[src/rtl/instr_fetch_ctrl_if.sv]
// Program-memory read channel between the fetch controller (master) and
// instruction memory (slave).
interface instr_fetch_ctrl_if #(
  parameter int ADDR_W = 8
);
  logic [ADDR_W-1:0] mem_addr;
  logic              mem_rd;
  logic [15:0]       mem_data;
  logic              mem_ack;

  modport master (output mem_addr, mem_rd, input mem_data, mem_ack);
  modport slave  (input mem_addr, mem_rd, output mem_data, mem_ack);
endinterface

[src/rtl/instr_fetch_ctrl.sv]
// Instruction fetch/decode sequencer feeding the ALU control FSM: fetches a
// word, decodes it, strobes ALUstr and waits for aluDone with a timeout.
module instr_fetch_ctrl #(
  parameter int ADDR_W      = 8,
  parameter int RESET_PC    = 0,
  parameter int ALU_TIMEOUT = 32
) (
  input  logic              clk,
  input  logic              reset,
  input  logic              run,
  instr_fetch_ctrl_if.master mem,
  output logic              ALUstr,
  output logic [3:0]        opCode,
  output logic [3:0]        regI,
  output logic [3:0]        regJ,
  output logic [7:0]        imm,
  input  logic              aluDone,
  output logic [ADDR_W-1:0] pc,
  output logic              busy,
  output logic              halted,
  output logic              fault
);

  localparam int CNT_W = (ALU_TIMEOUT > 2) ? $clog2(ALU_TIMEOUT) : 1;
  localparam logic [CNT_W-1:0] CNT_LAST = CNT_W'(ALU_TIMEOUT - 1);

  typedef enum logic [2:0] {
    S_IDLE, S_MEM, S_DECODE, S_DISPATCH, S_WAIT, S_HALTED
  } state_t;

  state_t             state, state_nxt;
  logic [15:0]        ir, ir_nxt;
  logic [ADDR_W-1:0]  pc_nxt;
  logic [CNT_W-1:0]   cnt, cnt_nxt;
  logic               fault_nxt;

  always_ff @(posedge clk or posedge reset) begin
    if (reset) begin
      state <= S_IDLE;
      pc    <= ADDR_W'(RESET_PC);
      ir    <= 16'h0000;
      cnt   <= '0;
      fault <= 1'b0;
    end else begin
      state <= state_nxt;
      pc    <= pc_nxt;
      ir    <= ir_nxt;
      cnt   <= cnt_nxt;
      fault <= fault_nxt;
    end
  end

  always_comb begin
    state_nxt = state;
    pc_nxt    = pc;
    ir_nxt    = ir;
    cnt_nxt   = cnt;
    fault_nxt = fault;
    case (state)
      S_IDLE:
        if (run) state_nxt = S_MEM;
      S_MEM:
        if (mem.mem_ack) begin
          ir_nxt    = mem.mem_data;
          pc_nxt    = pc + ADDR_W'(1);
          state_nxt = S_DECODE;
        end
      S_DECODE:
        if (ir[15:12] <= 4'd8) begin
          state_nxt = S_DISPATCH;
        end else if (ir[15:12] == 4'd9) begin
          pc_nxt    = ADDR_W'(ir[7:0]);
          state_nxt = S_IDLE;
        end else if (ir[15:12] == 4'd15) begin
          state_nxt = S_HALTED;
        end else begin
          state_nxt = S_IDLE;
        end
      S_DISPATCH: begin
        cnt_nxt   = '0;
        state_nxt = S_WAIT;
      end
      S_WAIT:
        // Only a clean logic 1 counts as done; done beats the timeout.
        if (aluDone == 1'b1) begin
          state_nxt = S_IDLE;
        end else if (cnt == CNT_LAST) begin
          fault_nxt = 1'b1;
          state_nxt = S_HALTED;
        end else begin
          cnt_nxt = cnt + CNT_W'(1);
        end
      S_HALTED: state_nxt = S_HALTED;
      default:  state_nxt = S_IDLE;
    endcase
  end

  assign mem.mem_addr = pc;
  assign mem.mem_rd   = (state == S_MEM);
  assign ALUstr       = (state == S_DISPATCH);
  assign busy         = (state == S_MEM) || (state == S_DECODE) ||
                        (state == S_DISPATCH) || (state == S_WAIT);
  assign halted       = (state == S_HALTED);
  assign opCode       = ir[15:12];
  assign regI         = ir[11:8];
  assign regJ         = ir[7:4];
  assign imm          = ir[7:0];

endmodule

[src/flat_wrapper.sv]
// flat-port wrapper written by rule: the top's interface ports become plain ports
module instr_fetch_ctrl_flat 
#(
  parameter int ADDR_W      = 8,
  parameter int RESET_PC    = 0,
  parameter int ALU_TIMEOUT = 32
)
  (clk, reset, run, ALUstr, opCode, regI, regJ, imm, aluDone, pc, busy, halted, fault, mem_mem_addr, mem_mem_rd, mem_mem_data, mem_mem_ack);
  instr_fetch_ctrl_if #(.ADDR_W(ADDR_W)) mem_i ();
  input  logic clk;
  input  logic reset;
  input  logic run;
  output logic ALUstr;
  output logic [3:0] opCode;
  output logic [3:0] regI;
  output logic [3:0] regJ;
  output logic [7:0] imm;
  input  logic aluDone;
  output logic [ADDR_W-1:0] pc;
  output logic busy;
  output logic halted;
  output logic fault;
  output wire logic [$bits(mem_i.mem_addr)-1:0] mem_mem_addr;
  output wire logic [$bits(mem_i.mem_rd)-1:0] mem_mem_rd;
  input wire logic [$bits(mem_i.mem_data)-1:0] mem_mem_data;
  input wire logic [$bits(mem_i.mem_ack)-1:0] mem_mem_ack;
  assign mem_mem_addr = mem_i.mem_addr;
  assign mem_mem_rd = mem_i.mem_rd;
  assign mem_i.mem_data = mem_mem_data;
  assign mem_i.mem_ack = mem_mem_ack;
  instr_fetch_ctrl #(.ADDR_W(ADDR_W), .RESET_PC(RESET_PC), .ALU_TIMEOUT(ALU_TIMEOUT)) u_core (.clk(clk), .reset(reset), .run(run), .mem(mem_i), .ALUstr(ALUstr), .opCode(opCode), .regI(regI), .regJ(regJ), .imm(imm), .aluDone(aluDone), .pc(pc), .busy(busy), .halted(halted), .fault(fault));
endmodule
[config.mk]
export PLATFORM = sky130hd
export DESIGN_NAME = instr_fetch_ctrl_flat
export DESIGN_NICKNAME = d
export VERILOG_FILES = /design/src/rtl/instr_fetch_ctrl_if.sv /design/src/rtl/instr_fetch_ctrl.sv /design/src/flat_wrapper.sv
export SDC_FILE = /design/constraint.sdc
export NUM_CORES = 1
export LEC_CHECK = 0
export CORE_ASPECT_RATIO = 0.5
export CORE_MARGIN = 10
export CORE_UTILIZATION = 45
export DETAILED_ROUTE_END_ITERATION = 7
export HOLD_SLACK_MARGIN = 0.06
export PLACE_DENSITY = 0.8
export SKIP_LAST_GASP = 1
export SYNTH_ARGS = -nofsm -noshare
export SYNTH_HDL_FRONTEND = slang
export SYNTH_SLANG_ARGS = --single-unit
export TNS_END_PERCENT = 5
[constraint.sdc]
create_clock -name clk -period 2.33 [get_ports clk]
set_clock_uncertainty 0.05 [all_clocks]
set_input_delay 0.3495 -clock clk [delete_from_list [all_inputs] [get_ports clk]]
set_output_delay 0.3495 -clock clk [all_outputs]
set_load 0.01 [all_outputs]
# Yosys cells after proc, flatten, opt, wreduce, memory -nomap -nowiden
# Index checks and enable logic that the tools add are counted.
# Widths: inputs -> output; s select.
# word_totals
register_bits	33
word_cells	50
inputBits	21
# op_classes
n_eq_ne	15
reduce_logical	11
bitwise_logic	1
magnitude_cmp	1
n_addsub	2
muxes	15
# ops
cell	count
$mux 8	3
$mux 3	7
$pmux 3 s6	1
$pmux 8 s2	1
$mux 5	2
$pmux 5 s2	1
$reduce_and 3->1	3
$add 8x1->8 const B	1
$eq 4x4->1 const B	2
$ne 2x2->1 const B	4
$eq 3x2->1 const B	2
$eq 3x3->1 const B	2
$add 5x1->5 const B	1
$eq 5x5->1 const B	1
$le 4x4->1 const B	1
$ne 2x1->1 const B	2
$reduce_and 4->1	1
$reduce_bool 2->1	2
$eq 3x1->1 const B	1
$logic_not 3->1	1
$logic_or 1x1->1	3
$ne 3x2->1 const B	1
$reduce_and 2->1	1
$not 1->1	1

# Logic depth before layout (Yosys ltp)
# depth
depth_word	5
depth_mapped	6

# Worst setup path before layout
# No wires, ideal clock.
# synth_path
path_kind	register -> register
start	register u_core.cnt[0]
end	register u_core.state[0]
stages_incl_launch_ff	7
t_required_ns	2.149
arrival_ns	1.461
n_path_buf	0
setup_slack_ns	0.688
setup_time_ns	0.131
cell_sequence	dfrtp_1 ha_1 and3_1 ha_1 nand2b_1 a211oi_1 a211oi_1
# synth_between
elab_chain_len	3
# synth_lines
item	line	rtl
from (decl)	instr_fetch_ctrl.sv:34	logic [CNT_W-1:0] cnt, cnt_nxt;
from (signal assigned)	instr_fetch_ctrl.sv:48	cnt <= cnt_nxt;
$eq 5x5->1	instr_fetch_ctrl.sv:87	end else if (cnt == CNT_LAST) begin
$ne 3x2->1 (no source line)	--	
$reduce_and 3->1 (no source line)	--	
to (signal assigned)	instr_fetch_ctrl.sv:45	state <= state_nxt;
to (decl)	instr_fetch_ctrl.sv:31	state_t state, state_nxt;
# No other way between the ends.
# A chain may end at the register's enable or synchronous reset.

# Worst setup path after layout
# layout_path
start	register u_core.state[2]
end	output port ALUstr
# layout_between
elab_chain_len	1
# layout_lines
item	line	rtl
$eq 3x2->1	instr_fetch_ctrl.sv:100	assign ALUstr = (state == S_DISPATCH);
to (decl)	flat_wrapper.sv:13	output logic ALUstr;
# No other way between the ends.

==> results.md <==
* Pleak at 1.10 nW
* Final Core Density at 0.679
* Netlist cell types at 43
* # setup viols final at 0
* Data arrival, critical path at 1.79 ns
* CTS sink cnt at 33
* Register area share after synthesis at 0.474
* Post-CTS Setup Inserts at 0
* Post-route insts no fill at 295
* Synth Warn # at 0
* Final hold vios at 0
* Post-Route WL at 4690 um
* F_max at 0.456 GHz
* Cts hold-fix bufs at 0
* Slew HR at 0.714
* Synth async-reset ratio at 1.00
* Period Utilization, post-route at 0.940
* Worst EP required at 1.93 ns
* Grt ovf at 0
* P&R area growth vs syn at 39.0%
* RSZ-0062 raised after global routing: no
* Min-Delay Path Class: input pin to async pin
* ANT nets after route at 0
* Top cell type's share of synthesized area at 0.474
* Largest net degree at the start of global routing at 34
* Nets at 267
* Overall routing resource usage at 0.138
* DRT Pass-1 Iters at 4
* Max-capacitance violation count at 0
* Vias in the first global route at 1526
* Horiz. Die Dim at 108 um
* CTS tree: yes
* Worst-path fanout max at 11
* Die H at 64.0 um
* DIE AREA at 6910 um2
* Worst-Skew Late Latency at 0.29 ns
* Final Critical Period at 2.19 ns
* Library cell with the highest instance count after synthesis: nand2_1
* Post-Syn Nets at 215
* 1st-iter DRT viols at 65
* CP Class: register to primary output
* Worst-path clk slew at 0.07 ns
* Root Driver: clkbuf_8
* DR DRC count at 0
* Commonest cells post-synth: nand2_1 (63), dfrtp_1 (33), buf_4 (13)
* Most common flop cell mapped by yosys: dfrtp_1
* Initial antenna violation count at 0
* Avg Synthesized Cell Area at 9.11 um2
* Flop and latch count out of synthesis at 33
* Ant. Diodes at 0
* Area leader, netlist: dfrtp_1
* Number of CTS-inserted buffers at 5
* Gates resized, CTS repair at 0
* GP Congestion at 0.857
* Num rows at 15
* Final Slew Violations at 0
* Initial Util at 0.488
* Pwr dens at 1330 nW/um2
* Critical path capture point type: primary output
* Average wire per standard cell at 15.9 um
* Post-Synthesis Cells at 191
* Status: finished, final reports clean
* Layout cells sized above 1 at 0.0738
* Synth top area cells: dfrtp_1 (47%), nand2_1 (14%), buf_4 (5.6%)
* IR Drop Worst-Case VDD at 637 uV
* Vias at 1553
* First-pass GRT wire length at 7760 um
* I/O pin total at 62
* Startpoint types: register
* IO buf count at 61
* Worst slew pin tran at 0.423 ns
* Vias per cell at 5.26
* Max Root-Sink Buffers at 2
* Number of flops mapped to enable cells by yosys at 0
* Core Region at 3570 um2
* CTS H-tree lvls at 2
* Placed Cells incl. Taps at 287
* Detailed placement HPWL at 3590 um
* Sum of negative setup slack at 0 ns
* Post-Syn Area at 1740 um2
-- metrics by stage --
step | instance area, um2 | power (W) | setup WS (ns) | hold WS, ns
2_1_floorplan | 1740 | 0.00193 | 0.688 | 0.405
3_3_place_gp | 2300 | 0.00261 | 0.436 | 0.408
3_5_place_dp | 2300 | 0.00267 | 0.370 | 0.412
4_1_cts | 2420 | 0.00324 | 0.143 | 0.408
5_1_grt | 2420 | 0.00344 | 0.0318 | 0.438
6_report | 2420 | 0.00321 | 0.139 | 0.395
-- worst paths after layout --
| check | startpoint | end | slack [ns] | cells after the start |
|---|---|---|---|---|
| max in group asynchronous | reset | u_core.state[0] | 1.54 | 3 |
| min reg2reg | u_core.ir[9] | u_core.ir[9] | 0.43 | 2 |
| min in group clk | u_core.ir[9] | u_core.ir[9] | 0.43 | 2 |
| min | reset | u_core.ir[11] | 0.40 | 3 |
| max reg2reg | u_core.cnt[0] | u_core.state[0] | 0.48 | 6 |
| max | u_core.state[2] | ALUstr | 0.14 | 4 |
-- layout make-up --
type                            instances  area, um2
Clock inverter                          1       30.0
Inverter                                4       15.0
Sequential cell                        33        826
Tap cell                               51       63.8
Timing Repair Buffer                   64        633
Fill cell                             284       1150
Multi-Input combinational cell        135        766
Clock buffer                            7       86.3
-- sequential cells by signal, indices dropped and copies added (netlist names) --
register,flops
u_core.mem.mem_addr,8
u_core.cnt,5
u_core.state,3
u_core.fault,1
u_core.ir,16
-- layer usage --
metal  up-vias  routed length [um]  GRT usage
li1        747                   -          -
met1       759                1910      0.164
met2        40                2420      0.236
met3         7                 305     0.0400
met4         0                  54     0.0397
met5         -                   0          0
-- cells by family (layout without fill, tap and decap cells) --
group                    Yosys count  count (layout)  synth area share
buffers and inverters             23              76            0.0855
AND/OR/NAND/NOR                  102             102             0.291
adder cells (fa/ha/maj)            3               3            0.0216
flip-flops                        33              33             0.474
multiplexers                       1               1           0.00575
XOR/XNOR                           2               2            0.0101
AO/OA/AOI/OAI                     27              27             0.111
-- cells in the final DEF (no fill, tap or decap), drive strengths merged, types with 2 or more instances in the layout --
master	instances
a211oi	4
nor2	10
a311oi	2
o21ai	5
buf	3
o22ai	2
a21o	2
nor3	2
o211ai	3
clkdlybuf4s50	61
clkbuf	7
nand4	3
nor3b	2
dfrtp	33
ha	3
and4	2
nand2	63
inv	4
xnor2	2
nand3	6
and3	3
a21oi	3
-- where the power goes --
| part | total [W] | internal [W] | switching [W] |
|---|---|---|---|
| clock network | 0.000565 | 0.000349 | 0.000216 |
| logic | 0.00153 | 0.000844 | 0.000682 |
| registers | 0.00112 | 0.000810 | 0.000308 |
-- worst max-delay path, stage by stage (launching register included) --
cell and delay (ns):
dfrtp_1 0.51, inv_1 0.18, nand3_1 0.14, inv_1 0.13, clkdlybuf4s50_1 0.55
Power figures use the tool's default switching activity.
